File: src/rtl/secuenciador_micro_pkg.sv
// -----------------------------------------------------------------------------
// secuenciador_micro_pkg
// Shared definitions for the microsequencer: FSM state encoding, microword
// field positions, branch condition codes and default parameter values.
// No ports (package).
// -----------------------------------------------------------------------------
package secuenciador_micro_pkg;

  // Default sizing of the microprogram and of the wait timeout.
  localparam int ULTIMA_DIR_DEF   = 49;
  localparam int MAX_ESPERA_DEF   = 255;
  localparam int ANCHO_ESPERA_DEF = 8;

  // Microword layout (10 bits).
  localparam int BIT_SALTO  = 9;
  localparam int BIT_VALIDO = 8;
  localparam int COND_HI    = 7;
  localparam int COND_LO    = 6;
  localparam int DEST_HI    = 5;
  localparam int DEST_LO    = 0;

  // Branch condition select codes.
  localparam logic [1:0] COND_SIEMPRE = 2'b00;
  localparam logic [1:0] COND_C0      = 2'b01;
  localparam logic [1:0] COND_C1      = 2'b10;
  localparam logic [1:0] COND_ESPERA  = 2'b11;

  typedef enum logic [2:0] {
    IDLE  = 3'd0,
    FETCH = 3'd1,
    EXEC  = 3'd2,
    STALL = 3'd3,
    FIN   = 3'd4
  } estado_t;

endpackage

File: src/rtl/secuenciador_micro_decodificador.sv
// -----------------------------------------------------------------------------
// decodificador_microinstruccion
// Purely combinational decode of one microword against the live status flags.
// Ports:
//   i_micro        [9:0]  microword held in the instruction register
//   i_cond         [2:0]  datapath status flags (Condiciones)
//   o_es_halt             microword is HALT
//   o_es_control          microword is CONTROL
//   o_salto_tomado        BRANCH whose condition holds now (includes a WAIT
//                         whose release flag is already high)
//   o_es_espera           BRANCH with the WAIT condition code
//   o_destino      [5:0]  branch target
// -----------------------------------------------------------------------------
module decodificador_microinstruccion
  import secuenciador_micro_pkg::*;
(
  input  logic [9:0] i_micro,
  input  logic [2:0] i_cond,
  output logic       o_es_halt,
  output logic       o_es_control,
  output logic       o_salto_tomado,
  output logic       o_es_espera,
  output logic [5:0] o_destino
);

  logic       w_es_salto;
  logic [1:0] w_sel;

  assign w_es_salto   = i_micro[BIT_VALIDO] & i_micro[BIT_SALTO];
  assign w_sel        = i_micro[COND_HI:COND_LO];
  assign o_es_halt    = ~i_micro[BIT_VALIDO];
  assign o_es_control = i_micro[BIT_VALIDO] & ~i_micro[BIT_SALTO];
  assign o_es_espera  = w_es_salto & (w_sel == COND_ESPERA);
  assign o_destino    = i_micro[DEST_HI:DEST_LO];

  always_comb begin
    o_salto_tomado = 1'b0;
    if (w_es_salto) begin
      case (w_sel)
        COND_SIEMPRE: o_salto_tomado = 1'b1;
        COND_C0:      o_salto_tomado = i_cond[0];
        COND_C1:      o_salto_tomado = i_cond[1];
        COND_ESPERA:  o_salto_tomado = i_cond[2];
        default:      o_salto_tomado = 1'b0;
      endcase
    end
  end

endmodule

File: src/rtl/secuenciador_micro.sv
// -----------------------------------------------------------------------------
// secuenciador_micro
// Microsequencer: addresses a 64-entry microprogram memory, fetches and
// executes one microword every two cycles (FETCH + EXEC) and emits one
// registered 8-bit control word per executed CONTROL microword.
// Ports:
//   clk, reset                 clock (rising edge), synchronous active-high reset
//   Inicio, Dir_Inicio[5:0]    start request and entry address (IDLE only)
//   Abortar                    abort; wins over everything but reset
//   Condiciones[2:0]           datapath status flags
//   Dir_Memoria_Micro[5:0]     registered microprogram address (uPC)
//   Data_Memoria_Micro[9:0]    microword read combinationally from memory
//   Senales_Control[7:0]       control word, non-zero for one cycle per CONTROL
//   Ocupado                    program running
//   Listo                      one-cycle pulse on normal completion
//   Error_Tiempo               sticky: wait timeout or illegal address
// Senales_Control carries no separate valid: a cycle holding a control word is
// exactly the cycle after a CONTROL EXEC; every other cycle it is zero.
// -----------------------------------------------------------------------------
module secuenciador_micro
  import secuenciador_micro_pkg::*;
#(
  parameter int ULTIMA_DIR   = ULTIMA_DIR_DEF,
  parameter int MAX_ESPERA   = MAX_ESPERA_DEF,
  parameter int ANCHO_ESPERA = ANCHO_ESPERA_DEF
) (
  input  logic       clk,
  input  logic       reset,
  input  logic       Inicio,
  input  logic [5:0] Dir_Inicio,
  input  logic       Abortar,
  input  logic [2:0] Condiciones,
  output logic [5:0] Dir_Memoria_Micro,
  input  logic [9:0] Data_Memoria_Micro,
  output logic [7:0] Senales_Control,
  output logic       Ocupado,
  output logic       Listo,
  output logic       Error_Tiempo
);

  localparam logic [5:0]              ULTIMA    = 6'(ULTIMA_DIR);
  localparam logic [ANCHO_ESPERA-1:0] CNT_LIMITE = ANCHO_ESPERA'(MAX_ESPERA - 1);

  estado_t                 r_estado, w_estado_sig;
  logic [5:0]              r_upc, w_upc_sig;
  logic [9:0]              r_ir, w_ir_sig;
  logic [ANCHO_ESPERA-1:0] r_cnt, w_cnt_sig;
  logic [7:0]              r_senales, w_senales_sig;
  logic                    r_ocupado, w_ocupado_sig;
  logic                    r_listo, w_listo_sig;
  logic                    r_error, w_error_sig;

  logic       w_es_halt, w_es_control, w_salto_tomado, w_es_espera;
  logic [5:0] w_destino;
  logic       w_destino_ilegal;

  decodificador_microinstruccion u_dec (
    .i_micro        (r_ir),
    .i_cond         (Condiciones),
    .o_es_halt      (w_es_halt),
    .o_es_control   (w_es_control),
    .o_salto_tomado (w_salto_tomado),
    .o_es_espera    (w_es_espera),
    .o_destino      (w_destino)
  );

  assign w_destino_ilegal = (w_destino > ULTIMA);

  always_ff @(posedge clk) begin
    if (reset) begin
      r_estado  <= IDLE;
      r_upc     <= '0;
      r_ir      <= '0;
      r_cnt     <= '0;
      r_senales <= '0;
      r_ocupado <= 1'b0;
      r_listo   <= 1'b0;
      r_error   <= 1'b0;
    end else begin
      r_estado  <= w_estado_sig;
      r_upc     <= w_upc_sig;
      r_ir      <= w_ir_sig;
      r_cnt     <= w_cnt_sig;
      r_senales <= w_senales_sig;
      r_ocupado <= w_ocupado_sig;
      r_listo   <= w_listo_sig;
      r_error   <= w_error_sig;
    end
  end

  always_comb begin
    w_estado_sig  = r_estado;
    w_upc_sig     = r_upc;
    w_ir_sig      = r_ir;
    w_cnt_sig     = '0;          // the stall counter only survives while staying in STALL
    w_senales_sig = '0;
    w_ocupado_sig = r_ocupado;
    w_listo_sig   = 1'b0;
    w_error_sig   = r_error;

    if (Abortar) begin
      w_estado_sig  = IDLE;
      w_ocupado_sig = 1'b0;
    end else begin
      case (r_estado)
        IDLE: begin
          if (Inicio) begin
            if (Dir_Inicio > ULTIMA) begin
              w_error_sig = 1'b1;
            end else begin
              w_upc_sig     = Dir_Inicio;
              w_ocupado_sig = 1'b1;
              w_error_sig   = 1'b0;
              w_estado_sig  = FETCH;
            end
          end
        end
        FETCH: begin
          w_ir_sig     = Data_Memoria_Micro;
          w_estado_sig = EXEC;
        end
        EXEC: begin
          if (w_es_halt) begin
            w_estado_sig = FIN;
          end else if (w_salto_tomado) begin
            if (w_destino_ilegal) begin
              w_error_sig   = 1'b1;
              w_ocupado_sig = 1'b0;
              w_estado_sig  = IDLE;
            end else begin
              w_upc_sig    = w_destino;
              w_estado_sig = FETCH;
            end
          end else if (w_es_espera) begin
            w_estado_sig = STALL;
          end else begin
            // CONTROL, or a branch whose condition is false: sequential step.
            if (w_es_control) w_senales_sig = r_ir[7:0];
            if (r_upc == ULTIMA) begin
              w_estado_sig = FIN;
            end else begin
              w_upc_sig    = r_upc + 6'd1;
              w_estado_sig = FETCH;
            end
          end
        end
        STALL: begin
          // While stalled the instruction register still holds the WAIT word,
          // so the decoder's taken flag follows Condiciones[2] directly.
          if (w_salto_tomado) begin
            if (w_destino_ilegal) begin
              w_error_sig   = 1'b1;
              w_ocupado_sig = 1'b0;
              w_estado_sig  = IDLE;
            end else begin
              w_upc_sig    = w_destino;
              w_estado_sig = FETCH;
            end
          end else if (r_cnt == CNT_LIMITE) begin
            w_error_sig   = 1'b1;
            w_ocupado_sig = 1'b0;
            w_estado_sig  = IDLE;
          end else begin
            w_cnt_sig = r_cnt + ANCHO_ESPERA'(1);
          end
        end
        FIN: begin
          w_listo_sig   = 1'b1;
          w_ocupado_sig = 1'b0;
          w_estado_sig  = IDLE;
        end
        default: begin
          w_estado_sig  = IDLE;
          w_ocupado_sig = 1'b0;
        end
      endcase
    end
  end

  assign Dir_Memoria_Micro = r_upc;
  assign Senales_Control   = r_senales;
  assign Ocupado           = r_ocupado;
  assign Listo             = r_listo;
  assign Error_Tiempo      = r_error;

endmodule

File: config.mk
export PLATFORM = sky130hd
export DESIGN_NAME = secuenciador_micro
export DESIGN_NICKNAME = d
export VERILOG_FILES = /design/src/rtl/secuenciador_micro_pkg.sv /design/src/rtl/secuenciador_micro_decodificador.sv /design/src/rtl/secuenciador_micro.sv
export SDC_FILE = /design/constraint.sdc
export NUM_CORES = 1
export LEC_CHECK = 0
export ABC_CLOCK_PERIOD_IN_PS = 1800
export BUFFER_PORTS_ARGS = -buffer_cell sky130_fd_sc_hd__buf_2
export CORE_AREA = 8 8 72 74
export DETAILED_ROUTE_END_ITERATION = 16
export DIE_AREA = 0 0 80 82
export HOLD_SLACK_MARGIN = 0.06
export PLACE_DENSITY = 0.79
export SYNTH_ARGS = -nofsm -noshare
export SYNTH_HDL_FRONTEND = slang
export SYNTH_SLANG_ARGS = --single-unit
File: constraint.sdc
create_clock -name clk -period 1.8 [get_ports clk]
set_input_delay 0.09 -clock clk [delete_from_list [all_inputs] [get_ports clk]]
set_output_delay 0.09 -clock clk [all_outputs]
set_load 0.05 [all_outputs]
==> impl_metrics.toml, run 1 <==
[clock_network]
cts_max_level = 2
clk_pin_slew_ps = 80
clock_latency_ps = 300
clk_path_buf_depth = 2
clock_sinks = 38
root_buffer = "clkbuf_8"
cts-buffers-inserted = 5
cts_tree = "built"

[sta]
tightest_slew_ps = 365
fin_crit_sh_pct = 98.2
clock_skew_ps = 7.35
min_period_ps = 1770
setup_viol = 0
grt_setup_unrepaired = "yes"
hold_ws_ps = 84.0
hold_viol_final = 0
slew_headroom_pct = 75.0
worst_slack_ps = 31.9
drv_slew = 0
fmax_ghz = 0.566

[synthesis]
synth_cells = 226
synthTopCellsByArea = "dfxtp_1, nand2_1, nor2_1"
synth_seq_cells = 38
synth.avg_cell_area_um2 = 8.52
yosysTopAreaCell = "dfxtp_1"
async_flop_share_pct = 0
synth_cell_type_count = 57
synth_seq_area_share_pct = 39.5
synth_edf_count = 0
synthFlopType = "dfxtp_1"
yosysWarningCount = 0
synth_nets = 253
synth_area_um2 = 1930
synth_top_cell_area_share_pct = 39.5

[setup_path]
cp_data_required_time_ps = 2000
cp-start-kind = "flip-flop"
cp-end-kind = "flip-flop"
worstSetupPathType = "flip-flop to flip-flop"
worst-path-max-fanout = 4
critPathArrivalTime_ps = 1970
rr_worst_depth = 6

[outcome]
run_status = "finished clean"

[drt]
viasPerCell = 5.62
totalWireLength_mm = 5.57
wl_per_cell_um = 16.0
drc = 0
first_pass_iters = 4
postRouteAntennaNets = 0
first_iter_violations = 174
via_count = 1960

[floorplanning]
num_io_pins = 40
die_x_um = 80
fp.dieH_um = 82
initial_utilization_pct = 46.5
core_um2 = 4140
die_area_um2 = 6560
rows = 24

[place]
place.gp.congestion = 0.848
post-place-cells = 327
dp_hpwl_mm = 3.67
dp_worst_setup_slack_ps = -28.6
io_buffers = 39

[global_routing]
overflow = 0
antenna_found_initial = 0
grt_max_degree = 24
grt_pass1_wl_mm = 8.58
gr-usage-all-layers_pct = 16.5
grt_pass1_vias = 1824

[power]
p_int_mw = 1.38
p_leak_nw = 1.01
swShare_pct = 26.1
seqPwrFrac_pct = 47.1
pwr-share-comb_pct = 13.7
power_switching_uw = 487
pwr_density_cell_nw_per_um2 = 708
ir_worst_vdd_v = 0.000381
clkPwrFrac_pct = 39.3

[finish]
final_util_pct = 63.6
seq_area_um2 = 774
final_cells = 349
fillers = 328
n_antenna_cell = 0
layout-area-overhead-vs-synth_pct = 36.9
drive_gt1_share_pct = 32.7
nets = 323
multi_input_area_um2 = 1190

[min_path]
hold_class = "input port to flip-flop"
hold_path_depth = 3

[run]
drv_cap = 0
## layout by cell type, fill, tap and decap left out, types with 2 or more instances in the layout
cell,count
a21oi_1,17
a311oi_1,2
a31oi_1,4
and2_1,8
and3_1,2
and3_4,2
buf_2,39
buf_4,20
clkbuf_8,5
clkinvlp_4,2
dfxtp_1,31
dfxtp_2,5
dfxtp_4,2
dlygate4sd3_1,11
ha_1,4
inv_1,6
nand2_1,31
nand2b_1,4
nand3_1,7
nand3b_1,2
nand4_1,2
nor2_1,22
nor2b_1,2
nor3_1,2
nor4_1,2
o211ai_1,3
o21ai_0,5
o311a_1,2
o311ai_1,2
o32ai_1,3
xnor2_1,4
xor2_1,5
## power by group through the flow
stage                     logic, mW  registers [mW]  clock network (mW)
after detailed placement      0.212           0.899                   0
after floorplan              0.0914           0.933                   0
after global routing          0.273           0.882               0.780
after CTS                     0.232           0.879               0.748
final                         0.255           0.879               0.733
after global placement        0.210           0.898                   0
## worst max-delay path, stage by stage (launching register included)
cell      delay [ps]
dfxtp_4          390
mux2i_4          280
buf_4            180
nand4_1          180
and3_4           270
and2_4           140
a311oi_2         220
## layout make-up
type | instances | area share [%]
multi-input cells | 173 | 45.1
flip-flops and latches | 38 | 29.4
repair buffers | 71 | 17.7
clock buffers | 5 | 2.61
well taps | 52 | 2.47
clock inverters | 3 | 1.71
inverters | 7 | 0.997
## final timing paths
kind                                    start                   end  slack (ps)
worst max register to register        r_ir[7]  Dir_Memoria_Micro[0]          30
worst min register to register       r_cnt[0]              r_cnt[0]         470
worst min-delay path            Dir_Inicio[0]  Dir_Memoria_Micro[0]          80
worst max-delay path                  r_ir[7]  Dir_Memoria_Micro[0]          30
## what timing repair did
item                                    in CTS  in global routing
resized for setup                            1                 20
hold buffers                                11                  0
endpoints found under the setup margin       4                 16
buffers inserted                             0                  1
endpoints found under the hold margin       12                  0
cloned                                       0                  2
pin swaps                                    0                  8
## state kept, by name, indices dropped and copies added, names as in the netlist
| name | count |
|---|---|
| Dir_Memoria_Micro | 6 |
| Error_Tiempo | 1 |
| Listo | 1 |
| Ocupado | 1 |
| Senales_Control | 8 |
| r_cnt | 8 |
| r_estado | 3 |
| r_ir | 10 |
## Yosys cell counts (all sizes together) (2+ instances only)
library cell	number
a211oi	3
o32ai	3
o311ai	3
o211ai	4
nand2b	4
and2	10
o21ai	5
a2111oi	2
nor2	23
nor3	2
dfxtp	38
o41ai	2
nand2	32
mux2i	2
nor3b	3
nand3	7
a21oi	17
ha	4
buf	4
nor2b	2
nor4	3
nand3b	2
o311a	2
clkbuf	6
a311oi	4
and3	4
inv	7
xnor2	4
nand4	2
xor2	5
a31oi	4
## stage by stage
stage	instance area, µm²	total power, mW	TNS, ps
2_1_floorplan	1930	1.02	0
3_3_place_gp	2300	1.11	0
3_5_place_dp	2300	1.11	-44.1
4_1_cts	2520	1.86	0
5_1_grt	2640	1.93	-144
6_report	2640	1.87	0
## routing by layer
layer	track usage, %	routed length, µm
met5	0	0
met4	8.91	100
met3	4.38	430
met2	26.7	2740
met1	19.6	2310
## cell families after synthesis
logic type               synth area share (%)
AO/OA/AOI/OAI                            22.3
XOR/XNOR                                 4.09
adder cells (fa/ha/maj)                  2.60
buffers and inverters                    3.57
flip-flops                               39.5
multiplexers                             1.23
AND/OR/NAND/NOR                          26.7
Note: power is estimated with default switching activity, not from simulation.
==> inputs of run 2 (changes only) <==
==> constraint.sdc (replaced) <==
create_clock -name clk -period 1.8 [get_ports clk]
set_input_delay 0.27 -clock clk [delete_from_list [all_inputs] [get_ports clk]]
set_output_delay 0.27 -clock clk [all_outputs]
set_load 0.05 [all_outputs]
==> run 2 against run 1 <==
  * Critical path depth is the same
  * Hold slack improved by 130 ps
  * Sequential power is essentially flat
  * Maximum frequency grew 1.4%
  * Clock power is 18% lower
  * Clock skew is 0.80 ps lower
  * Worst setup slack better by 24 ps
  * Final cell count is 3.7% lower
  * Non-clock buffer count is 12 lower
  * Combinational power is 11% lower
  * Critical path type unchanged
  * Via count shrank 4.0%
==> impl_metrics.toml, run 2 (synthesized netlist as in run 1, its figures left out) <==
[finish]
n_antenna_cell = 0
nets = 310
final_cells = 336
largest_register_ff_count = 10
layout_commonest_cell = "buf_2"
layout-area-overhead-vs-synth_pct = 28.3
seq_area_um2 = 769
final_cell_mix = "buf_2, dfxtp_1, nand2_1, nor2_1, buf_4"
drive_gt1_share_pct = 32.7
final_util_pct = 59.6
top_register = "r_ir"
fillers = 363
multi_input_area_um2 = 1160

[setup_path]
cp-start-kind = "flip-flop"
critPathArrivalTime_ps = 1920
worst-path-max-fanout = 9
slowest_delay_ps = 370
worst-path-buf-inv = 1
crit_family = "compound AO/OA/AOI/OAI gates"
worstSetupPathType = "flip-flop to flip-flop"
worstPathCellList = "mux2i_4 > buf_4 > a211o_4 > o211ai_4 > o311a_1 > o32ai_1"
slowest_stage = "dfxtp_4"
cp-end-kind = "flip-flop"
cp_data_required_time_ps = 1970

[floorplanning]
fp.dieH_um = 82
num_io_pins = 40
core_um2 = 4140
die_area_um2 = 6560
rows = 24
initial_utilization_pct = 46.5
die_x_um = 80

[drt]
totalWireLength_mm = 4.92
postRouteAntennaNets = 0
wl_per_cell_um = 14.6
viasPerCell = 5.60
via_count = 1882
drc = 0
first_pass_iters = 4
first_iter_violations = 147

[sta]
tightest_slew_ps = 386
fmax_ghz = 0.573
hold_viol_final = 0
setup_viol = 0
clock_skew_ps = 6.55
drv_slew = 0
hold_ws_ps = 209
slew_headroom_pct = 73.6
fin_crit_sh_pct = 96.9
min_period_ps = 1740
grt_setup_unrepaired = "yes"

[place]
io_buffers = 39
place.gp.congestion = 0.897
dp_hpwl_mm = 3.60
post-place-cells = 326

[global_routing]
grt_max_degree = 24
antenna_found_initial = 0
grt_pass1_wl_mm = 7.69
grt_pass1_vias = 1736
gr-usage-all-layers_pct = 14.8
overflow = 0

[power]
seqPwrFrac_pct = 51.5
p_leak_nw = 0.959
pwr_density_cell_nw_per_um2 = 693
ir_worst_vdd_v = 0.000414
p_int_mw = 1.26
swShare_pct = 26.4
power_switching_uw = 452
pwr-share-comb_pct = 13.3
clkPwrFrac_pct = 35.2

[run]
drv_cap = 0

[clock_network]
cts_hold_buf = 0
cts_max_level = 2
clk_path_buf_depth = 2
clk_pin_slew_ps = 80
cts_tree = "built"
clock_latency_ps = 290
root_buffer = "clkbuf_8"
cts-buffers-inserted = 5
clock_sinks = 38

[outcome]
run_status = "finished clean"

[min_path]
hold_class = "input port to flip-flop"
## run 2: worst register-to-register path, stage by stage (launching register included)
cell      delay, ps
dfxtp_4         370
mux2i_4         200
buf_4           160
a211o_4         360
o211ai_4        150
o311a_1         290
o32ai_1         100
## run 2: metal layers
metal  global-route usage (%)  up-vias  wire (µm)
met5                        0        -          0
met4                     8.91        0         95
met3                     4.49        6        401
met2                     23.7       62       2320
met1                     17.1      887       2110
li1                         -      927          -
## run 2: stage by stage
stage | setup WS (ps) | setup TNS (ps) | area, µm² | total power, mW
2_1_floorplan | 61.9 | 0 | 1930 | 1.02
3_3_place_gp | 27.7 | 0 | 2290 | 1.11
3_5_place_dp | -21.7 | -37.8 | 2290 | 1.11
4_1_cts | 34.2 | 0 | 2390 | 1.71
5_1_grt | -10.9 | -34.8 | 2470 | 1.79
6_report | 55.8 | 0 | 2470 | 1.71
## run 2: timing repair
action / CTS / global route
pin swaps: 0 / 5
endpoints found under the setup margin: 4 / 17
endpoints found under the hold margin: 0 / 0
buffers inserted: 0 / 1
gates resized for setup: 2 / 14
cloned: 0 / 1
## run 2: power groups by stage
stage               registers, mW  logic [mW]  clock network (mW)
finish                      0.881       0.228               0.602
global route                0.883       0.245               0.657
CTS                         0.881       0.212               0.621
floorplan                   0.933      0.0914                   0
detailed placement          0.901       0.210                   0
global placement            0.900       0.207                   0
## run 2: path summary, 6_finish.rpt
check / startpoint / to / slack, ps / cells after the start
worst min register to register: r_cnt[0] / r_cnt[0] / 470 / 1
worst max-delay path: r_ir[7] / Dir_Memoria_Micro[2] / 60 / 6
worst max register to register: r_ir[7] / Dir_Memoria_Micro[2] / 60 / 6
worst min-delay path: Data_Memoria_Micro[2] / r_ir[2] / 210 / 3
## run 2: cell type report
class                   instances  area share [%]
flip-flops and latches         38            31.2
inverters                       7            1.06
clock buffers                   6            3.34
well taps                      52            2.63
multi-input cells             172            47.2
clock inverters                 2           0.507
repair buffers                 59            14.1
==> inputs of run 3 (changes only) <==
Settings changed: SETUP_SLACK_MARGIN from default to 0.2.
==> run 3 against run 2 <==
  * Clock power down 1%
  * Non-clock buffer count up 3
  * Maximum frequency down 0.31%
  * Critical endpoint is now Dir_Memoria_Micro[1]
  * Largest cell class unchanged
==> impl_metrics.toml, run 3 (synthesized netlist as in run 1, its figures left out) <==
[finish]
drive_gt1_share_pct = 36.0
largest_register_ff_count = 10
final_cells = 338
fillers = 352
layout_commonest_cell = "buf_2"
top_register = "r_ir"
design_area_um2 = 2540
layout-area-overhead-vs-synth_pct = 31.8
n_antenna_cell = 0
final_cell_mix = "buf_2, nand2_1, dfxtp_1, nor2_1, buf_4"
nets = 312
final_util_pct = 61.2

[global_routing]
grt_pass1_vias = 1614
gr-usage-all-layers_pct = 14.7
antenna_found_initial = 0
overflow = 0
grt_pass1_wl_mm = 7.69
grt_max_degree = 24

[sta]
hold_ws_ps = 209
slew_headroom_pct = 55.0
tightest_slew_ps = 674
fin_setup_tns_ps = 0
worst_slack_ps = 50.4
min_period_ps = 1750
setup_viol = 0
clock_skew_ps = 5.03
grt_setup_unrepaired = "yes"
fmax_ghz = 0.572
hold_viol_final = 0
fin_crit_sh_pct = 97.2
drv_slew = 0

[drt]
totalWireLength_mm = 5.01
wl_per_cell_um = 14.8
viasPerCell = 5.38
postRouteAntennaNets = 0
first_iter_violations = 139
first_pass_iters = 4
via_count = 1819
drc = 0

[floorplanning]
core_um2 = 4140
fp.dieH_um = 82
die_x_um = 80
num_io_pins = 40
initial_utilization_pct = 46.5
die_area_um2 = 6560
rows = 24

[setup_path]
cp-end-kind = "flip-flop"
crit_start = "r_ir[7]"
worstPathCellList = "buf_4 > nor4b_4 > a311oi_4 > buf_4 > o21ai_0 > a31oi_1 > o32ai_1"
slowest_stage = "a311oi_4"
cpMostUsedCell = "buf_4"
worst-path-max-fanout = 6
critPathArrivalTime_ps = 1920
cp-start-kind = "flip-flop"
r2r-start = "r_ir[7]"
slowest_delay_ps = 410
cp_data_required_time_ps = 1970
worstSetupPathType = "flip-flop to flip-flop"

[clock_network]
cts_max_level = 2
clock_latency_ps = 290
cts-buffers-inserted = 5
clk_path_buf_depth = 2
clock_sinks = 38
root_buffer = "clkbuf_8"
clk_pin_slew_ps = 70
cts_tree = "built"

[power]
pwr_density_cell_nw_per_um2 = 672
p_total_mw = 1.70
p_leak_nw = 0.983
ir_worst_vdd_v = 0.000410

[place]
post-place-cells = 327
place_area_um2 = 2330
dp_worst_setup_slack_ps = -63.8
place.gp.congestion = 0.847
dp_hpwl_mm = 3.65
io_buffers = 39

[run]
drv_cap = 0

[min_path]
hold_class = "input port to flip-flop"
hp-start = "Data_Memoria_Micro[2]"

[outcome]
run_status = "finished clean"
-- run 3: worst paths after layout --
check / end / slack (ps) / cells after the start
worst max-delay path: Dir_Memoria_Micro[1] / 50 / 7
worst min-delay path: r_ir[2] / 210 / 3
worst max register to register: Dir_Memoria_Micro[1] / 50 / 7
worst min register to register: r_cnt[0] / 460 / 1
-- run 3: layer usage --
| layer | part of all wire (%) | global-route usage, % | routed length, µm |
|---|---|---|---|
| met5 | 0 | 0 | 0 |
| met3 | 7.3 | 3.50 | 366 |
| met4 | 1.7 | 6.36 | 84 |
| met2 | 48 | 23.2 | 2420 |
| met1 | 43 | 18.7 | 2130 |
-- run 3: what timing repair did --
action / 4_1_cts / 5_1_grt
buffers inserted: 3 / 0
setup endpoints to repair: 26 / 35
pin swaps: 10 / 8
gates resized for setup: 10 / 9
hold buffers: 0 / 0
-- run 3: critical path, delay by kind of cell, from the launching register on --
kind	cells	cell delay (ps)
flops	1	370
simple gates	1	130
compound gates	4	790
buf+inv	2	340
-- run 3: cell type report --
| type | instances | area [µm²] | share of cell area, % |
|---|---|---|---|
| flip-flops and latches | 38 | 776 | 30.6 |
| well taps | 52 | 65.1 | 2.56 |
| inverters | 7 | 26.3 | 1.04 |
| repair buffers | 62 | 368 | 14.5 |
| clock inverters | 1 | 5.00 | 0.197 |
| clock buffers | 7 | 86.3 | 3.40 |
| multi-input cells | 171 | 1210 | 47.7 |
-- run 3: report_power, final --
part / switching (mW) / internal (mW) / total, mW
combinational: 0.133 / 0.0920 / 0.225
sequential: 0.0261 / 0.858 / 0.884
clock: 0.286 / 0.309 / 0.595
total: 0.445 / 1.26 / 1.70
